--- src/rtl/kronos_wb_stage.sv ---
// kronos_wb_stage: register write-back stage of the Kronos core.
// Accepts execute results over valid/ready, performs data-bus reads for
// loads (align + sign/zero extend) and drives the register-file write port.
// Ports:
//   clk, rstz                        : clock, async active-low reset
//   execute_vld/execute_rdy          : result handshake from execute
//   ex_rd, ex_rd_en, ex_load,
//   ex_funct3, ex_result             : result payload / load address
//   data_addr, data_req, data_ack,
//   data_rd_data                     : load data bus
//   regwr_sel, regwr_data, regwr_en  : register-file write port
//   regwr_pending                    : write accepted but not yet retired
//   load_misaligned, bus_timeout     : single-cycle event pulses
// Latency: ALU results strobe 1 cycle after accept; loads 1 cycle after data_ack.
// Backpressure: execute_rdy is low for the whole time a load is outstanding.
// Optional: define KRONOS_WB_MISALIGN_TRAP_EN to trap misaligned LH/LHU/LW.
module kronos_wb_stage #(
   parameter int BUS_TIMEOUT = 0
) (
   input  logic        clk,
   input  logic        rstz,
   input  logic        execute_vld,
   output logic        execute_rdy,
   input  logic [4:0]  ex_rd,
   input  logic        ex_rd_en,
   input  logic        ex_load,
   input  logic [2:0]  ex_funct3,
   input  logic [31:0] ex_result,
   output logic [31:0] data_addr,
   output logic        data_req,
   input  logic        data_ack,
   input  logic [31:0] data_rd_data,
   output logic [4:0]  regwr_sel,
   output logic [31:0] regwr_data,
   output logic        regwr_en,
   output logic        regwr_pending,
   output logic        load_misaligned,
   output logic        bus_timeout
);

   typedef enum logic {IDLE = 1'b0, LOAD = 1'b1} state_t;

   localparam bit          TO_EN   = (BUS_TIMEOUT > 0);
   localparam logic [31:0] TO_LAST = TO_EN ? 32'(BUS_TIMEOUT - 1) : 32'd0;

   state_t      state_q, state_d;
   logic [31:0] cnt_q, cnt_d;
   logic [4:0]  rd_q, rd_d;
   logic        wen_q, wen_d;          // latched "write is effective"
   logic [2:0]  f3_q, f3_d;
   logic [1:0]  off_q, off_d;
   logic [29:0] addr_q, addr_d;
   logic        regwr_en_q, regwr_en_d;
   logic [4:0]  sel_q, sel_d;
   logic [31:0] data_q, data_d;
   logic        pending_q, pending_d;
   logic        timeout_q, timeout_d;
   logic        mis_q, mis_d;

   logic        accept;
   logic        eff;
   logic        misalign_det;
   logic [31:0] rot;
   logic [31:0] load_data;

   assign accept = execute_vld & execute_rdy;
   assign eff    = ex_rd_en & (ex_rd != 5'd0);

`ifdef KRONOS_WB_MISALIGN_TRAP_EN
   assign misalign_det = ((ex_funct3[1:0] == 2'b01) & ex_result[0]) |
                         ((ex_funct3 == 3'b010) & (ex_result[1:0] != 2'b00));
`else
   assign misalign_det = 1'b0;
`endif

   // Rotate (not shift) so misaligned loads wrap around within the word.
   always_comb begin
      rot = data_rd_data;
      case (off_q)
         2'd1:    rot = {data_rd_data[7:0],  data_rd_data[31:8]};
         2'd2:    rot = {data_rd_data[15:0], data_rd_data[31:16]};
         2'd3:    rot = {data_rd_data[23:0], data_rd_data[31:24]};
         default: rot = data_rd_data;
      endcase
   end

   always_comb begin
      case (f3_q)
         3'b000:  load_data = {{24{rot[7]}}, rot[7:0]};
         3'b001:  load_data = {{16{rot[15]}}, rot[15:0]};
         3'b100:  load_data = {24'd0, rot[7:0]};
         3'b101:  load_data = {16'd0, rot[15:0]};
         default: load_data = rot;
      endcase
   end

   always_comb begin
      state_d    = state_q;
      cnt_d      = cnt_q;
      rd_d       = rd_q;
      wen_d      = wen_q;
      f3_d       = f3_q;
      off_d      = off_q;
      addr_d     = addr_q;
      regwr_en_d = 1'b0;
      sel_d      = sel_q;
      data_d     = data_q;
      pending_d  = pending_q;
      timeout_d  = 1'b0;
      mis_d      = 1'b0;

      // Strobe cycle retires the pending write; a new effective accept
      // below re-asserts it so there is no gap.
      if (regwr_en_q) pending_d = 1'b0;

      case (state_q)
         IDLE: begin
            if (accept) begin
               if (ex_load) begin
                  if (misalign_det) begin
                     mis_d = 1'b1;
                  end else begin
                     state_d = LOAD;
                     cnt_d   = 32'd0;
                     rd_d    = ex_rd;
                     wen_d   = eff;
                     f3_d    = ex_funct3;
                     off_d   = ex_result[1:0];
                     addr_d  = ex_result[31:2];
                     if (eff) pending_d = 1'b1;
                  end
               end else if (eff) begin
                  regwr_en_d = 1'b1;
                  sel_d      = ex_rd;
                  data_d     = ex_result;
                  pending_d  = 1'b1;
               end
            end
         end
         LOAD: begin
            if (data_ack) begin
               state_d = IDLE;
               if (wen_q) begin
                  regwr_en_d = 1'b1;
                  sel_d      = rd_q;
                  data_d     = load_data;
               end
            end else if (TO_EN && (cnt_q == TO_LAST)) begin
               state_d   = IDLE;
               timeout_d = 1'b1;
               pending_d = 1'b0;
            end else begin
               cnt_d = cnt_q + 32'd1;
            end
         end
         default: state_d = IDLE;
      endcase
   end

   always_ff @(posedge clk or negedge rstz) begin
      if (!rstz) begin
         state_q    <= IDLE;
         cnt_q      <= 32'd0;
         rd_q       <= 5'd0;
         wen_q      <= 1'b0;
         f3_q       <= 3'd0;
         off_q      <= 2'd0;
         addr_q     <= 30'd0;
         regwr_en_q <= 1'b0;
         sel_q      <= 5'd0;
         data_q     <= 32'd0;
         pending_q  <= 1'b0;
         timeout_q  <= 1'b0;
         mis_q      <= 1'b0;
      end else begin
         state_q    <= state_d;
         cnt_q      <= cnt_d;
         rd_q       <= rd_d;
         wen_q      <= wen_d;
         f3_q       <= f3_d;
         off_q      <= off_d;
         addr_q     <= addr_d;
         regwr_en_q <= regwr_en_d;
         sel_q      <= sel_d;
         data_q     <= data_d;
         pending_q  <= pending_d;
         timeout_q  <= timeout_d;
         mis_q      <= mis_d;
      end
   end

   assign execute_rdy   = (state_q == IDLE);
   assign data_req      = (state_q == LOAD);
   assign data_addr     = {addr_q, 2'b00};
   assign regwr_sel     = sel_q;
   assign regwr_data    = data_q;
   assign regwr_en      = regwr_en_q;
   assign regwr_pending = pending_q;
   assign bus_timeout   = timeout_q;
`ifdef KRONOS_WB_MISALIGN_TRAP_EN
   assign load_misaligned = mis_q;
`else
   assign load_misaligned = 1'b0;
`endif

endmodule

--- config.mk ---
export PLATFORM = sky130hd
export DESIGN_NAME = kronos_wb_stage
export DESIGN_NICKNAME = d
export VERILOG_FILES = /design/src/rtl/kronos_wb_stage.sv
export SDC_FILE = /design/constraint.sdc
export NUM_CORES = 1
export LEC_CHECK = 0
export BUFFER_PORTS_ARGS = -buffer_cell sky130_fd_sc_hd__buf_2
export CAP_MARGIN = 10
export CORE_UTILIZATION = 45
export CTS_BUF_LIST = sky130_fd_sc_hd__clkbuf_2
export CTS_CLUSTER_SIZE = 28
export DETAILED_ROUTE_END_ITERATION = 6
export PLACE_DENSITY_LB_ADDON = 0.25
export SLEW_MARGIN = 0
export SYNTH_ARGS = -nofsm -noshare
export SYNTH_HDL_FRONTEND = slang
export SYNTH_SLANG_ARGS = --single-unit
--- constraint.sdc ---
create_clock -name clk -period 2.91 [get_ports clk]
set_clock_uncertainty 0.1 [all_clocks]
set_input_delay 0.582 -clock clk [delete_from_list [all_inputs] [get_ports clk]]
set_output_delay 0.582 -clock clk [all_outputs]
set_load 0.03 [all_outputs]
---- Word level (Yosys, flattened, before mapping) ----
Cells that the tools add are included.
word-level totals
  register bits after elaboration ......... 81
  input bits .............................. 78
  output and inout port bits .............. 75
cells by class
  equality and inequality tests ........... 11
  multiplexer cells ....................... 28
  bitwise operators ....................... 3
  reductions and logical operators ........ 4
operators with widths
  operator                                                                  number
  32-bit two-way mux                                                        5
  32-bit one-hot mux with 4 select lines                                    1
  32-bit one-hot mux with 3 select lines                                    1
  32-bit one-hot mux with 2 select lines                                    1
  5-bit two-way mux                                                         5
  1-bit two-way mux                                                         12
  5-bit one-hot mux with 2 select lines                                     1
  3-bit equality test (second input constant)                               2
  2-bit by 1-bit inequality test with 1-bit output (second input constant)  3
  5-bit AND reduction                                                       1
  5-bit nonzero test                                                        1
  2-bit equality test (second input constant)                               2
  2-bit inequality test (second input constant)                             2
  1-bit one-hot mux with 2 select lines                                     2
  3-bit by 1-bit equality test with 1-bit output (second input constant)    1
  3-bit logical NOT                                                         1
  3-bit AND reduction                                                       1
  1-bit bitwise AND                                                         2
  2-bit by 1-bit equality test with 1-bit output (second input constant)    1
  1-bit inverter                                                            1

---- Longest topological paths before layout ----
  depth in word-level cells ............... 6
  gate-level depth with buffers ........... 7
  depth with buffers taken out ............ 5

---- Worst setup path after synthesis ----
OpenSTA, ideal clock, no wires.
  path kind ............................... in2reg
  start ................................... in ex_rd[0]
  end ..................................... reg data_q[22], in the netlist regwr_data[22]
  setup time .............................. 0.131 ns
  arrival time ............................ 1.862 ns
  data required time ...................... 2.679 ns
  setup slack ............................. 0.817 ns
  stages on the path ...................... 6
  buffers on the path ..................... 2
  cell sequence ........................... or4_4 -> o21a_4 -> buf_2 -> buf_2 -> nor3_1 -> a221oi_2
on the way
  cells in the longest elaborated chain, start to end .. 4
RTL lines
  what                                                        RTL line  text
  start, declared                                             24        input logic [4:0] ex_rd,
  5-bit nonzero test                                          67        assign eff = ex_rd_en & (ex_rd != 5'd0);
  1-bit bitwise AND                                           67
  2-bit by 1-bit inequality test with 1-bit output (no line)  --
  5-bit AND reduction (no line)                               --
  end signal, assigned                                        185       data_q <= data_d;
  end, declared                                               55        logic [31:0] data_q, data_d;
Every way passes these cells.
A chain may end at the register's enable or synchronous reset.

---- Worst setup path in the final report ----
  start ................................... reg state_q, in the netlist data_req
  end ..................................... out data_req
RTL lines
  what                    RTL line  text
  start, declared         46        state_t state_q, state_d;
  start signal, assigned  176       state_q <= state_d;
  end, declared           30        output logic data_req,
No word-level cell between the ends.

==> impl_metrics.ini <==
[setup_path]
critPathKind = flip-flop to output port
path_cells = buf_4, buf_2
reg2reg_to = regwr_data[0]
required_ns = 2.23
arrival_ns = 1.85
rrSetupSlack_ns = 0.65
critPathLaunchType = flip-flop
r2r_start = data_req
critical_path_buf_inv_count = 2
slowest_stage = dfrtp_2
crit_fanout = 33
path_delay_family = buffers and inverters
max_stage_delay_ns = 0.57
rr_worst_depth = 5
cp-end-kind = output port

[logic_synthesis]
avgSynthCellArea_um2 = 12.46
synth_edf_count = 0
ys.warnings.count = 0
yosysSeqAreaShare_pct = 46.09
synthFlopType = dfrtp_1
synthCells = 353
synth_seq_cells = 81
yosysTopAreaCellShare_pct = 46.09
synthTopCellsByArea = dfrtp_1 (46%), mux2_2 (10%), mux2i_1 (9.3%)
synth_cell_types = 28
syn-cell-area_mm2 = 0.004398
synth_area_leader_cell = dfrtp_1
async_flop_share_pct = 100.0

[cts]
cts_tree = built
clk_pin_slew_ns = 0.24
cts_buffers = 9
clock_path_buffers = 2
clock_sinks = 81
htreeDepth = 3
root_buffer = clkbuf_2
cts.repair.resized = 0
clock_latency_ns = 0.54

[place]
portBuffers = 148
dp_hpwl_mm = 8.319
gp_congestion = 0.7553
dp_cells = 605

[cells_and_area]
final_cells = 622
drive_above_1_share_pct = 51.72
multi_input_area_mm2 = 0.002168
num_antenna_cells = 0
fin_util_pct = 57.38
nFillCells = 824
register_area_mm2 = 0.002031
area_delta_synth_final_pct = 22.28
fin_nets = 566

[global_routing]
antenna_found_initial = 0
grt_pass1_vias = 3621
grt_usage_pct = 23.97
overflow = 0
grt_pass1_wl_mm = 18.13
grt_max_degree = 39

[die]
dieArea_mm2 = 0.01017
rows = 35
die_x_um = 100.9
start_util_pct = 46.93
core_mm2 = 0.009371
die_h_um = 100.9
pin_count = 153

[hold_path]
min_to = data_req
hp-start = data_ack
hold_class = primary input to flip-flop
hold_depth = 2

[status]
status = finished, final reports clean

[timing]
max_freq_mhz = 394.2
slew_violations = 0
rsz0062_at_grt = false
hold_viol = 0
maxSlewHeadroom_pct = 51.35
period_needed_ns = 2.537
worst_slew_pin_slew_ns = 0.7297
period_share_pct = 87.18
setup_violations = 0
hold_ws_ns = 0.1041
fin_tns_setup_ns = 0

[route]
dr.pass1.iters = 4
viasPerCell = 5.666
drc = 0
drt_wl_total_mm = 11.57
drt_iter0_drc = 146
ant_nets = 0
wl_per_cell_um = 18.60
vias = 3524

[power_and_ir_drop]
irDropWorstVdd_mv = 0.4234
p_leak_nw = 2.478
p_per_area_mw_per_mm2 = 838.4

[run]
max_cap_viol_count = 0
==> repair_timing <==
item / CTS / global route
endpoints found under the hold margin: 34 / 0
hold buffers: 1 / 0
buffers inserted: 0 / 0
==> report_power, final <==
group	switching [mW]	leakage, nW	internal (mW)
combinational	1.26	1.45	0.759
sequential	0.232	0.938	1.46
clock	0.424	0.0943	0.372
total	1.92	2.48	2.59
==> worst register-to-register path: stages (launching register included) <==
cell      delay [ns]
dfrtp_2         0.56
nor4bb_1        0.37
o21a_4          0.50
nor2_8          0.11
inv_4           0.37
a21oi_1         0.13
==> metal layers <==
metal	vias to the layer above	part of all wire, %	track usage [%]
met5	-	0	0
met4	0	1.7	7.581
met3	19	8.0	7.490
met2	142	48	39.57
met1	1771	43	30.16
li1	1592	-	-
==> sequential cells by signal (all words and copies together), names as in the netlist <==
| name | cells |
|---|---|
| regwr_sel | 5 |
| addr_q | 30 |
| f3_q | 3 |
| regwr_en | 1 |
| wen_q | 1 |
| data_req | 1 |
| regwr_pending | 1 |
| regwr_data | 32 |
| off_q | 2 |
| rd_q | 5 |
==> cell type report <==
type | count | area share, %
multi-input cells | 235 | 40.32
flip-flops and latches | 81 | 37.76
repair buffers | 157 | 15.59
well taps | 129 | 3.001
clock inverters | 7 | 2.164
clock buffers | 9 | 0.8376
inverters | 4 | 0.3257
==> synthesized netlist by cell type, types with 3 or more instances <==
master / n
a21boi_0: 8
a21oi_1: 14
a221oi_2: 16
buf_2: 12
buf_4: 10
clkbuf_1: 12
dfrtp_1: 81
inv_1: 3
mux2_2: 40
mux2i_1: 41
mux4_2: 18
nand2_1: 18
nor2_1: 17
nor3_1: 30
o21ai_0: 3
o22ai_1: 8
o2bb2ai_1: 8
==> cells in the final DEF, fill, tap and decap left out, types with 2 or more instances in the layout <==
cell type	netlist	layout
mux2i_1	41	41
buf_2	12	147
o2bb2ai_1	8	8
inv_1	3	3
a21boi_0	8	8
dfrtp_1	81	78
o21ai_0	3	3
buf_12	0	2
inv_6	0	2
mux2_2	40	40
nor3_1	30	30
mux4_2	18	18
buf_4	10	7
conb_1	1	4
dfrtp_2	0	3
a21oi_1	14	14
clkbuf_2	0	9
o22ai_1	8	8
nand2_1	18	18
nor2_1	17	17
a221oi_2	16	16
bufinv_16	0	3
==> worst max-delay path by stage <==
stage | from | to | slack (ns) | cells after the start
finish | data_req | data_req | 0.37 | 2
detailed placement | ex_rd[0] | regwr_data[18] | 0.37 | 6
floorplan | ex_rd[0] | regwr_data[22] | 0.82 | 6
CTS | data_req | data_req | 0.36 | 2
global placement | ex_rd[0] | regwr_data[24] | 0.45 | 6
global route | data_req | data_req | 0.26 | 2
==> through the flow <==
stage | total power, mW | setup WS (ns) | cell area (µm²)
detailed placement | 3.745 | 0.3674 | 5206
global placement | 3.698 | 0.4533 | 5206
finish | 4.508 | 0.3732 | 5378
global route | 4.752 | 0.2554 | 5378
floorplan | 3.137 | 0.8169 | 4409
CTS | 4.536 | 0.3633 | 5378
==> cells by family (layout without fill, tap and decap cells) <==
kind of cell           Yosys count  after routing  share of synthesized area (%)
multiplexers                    99             99                          28.79
flip-flops                      81             81                          46.09
AND/OR/NAND/NOR                 73             73                          7.994
AO/OA/AOI/OAI                   59             59                          12.03
buffers and inverters           40            177                          5.007
other                            1              4                        0.08527
Note: power is estimated with default switching activity, not from simulation.
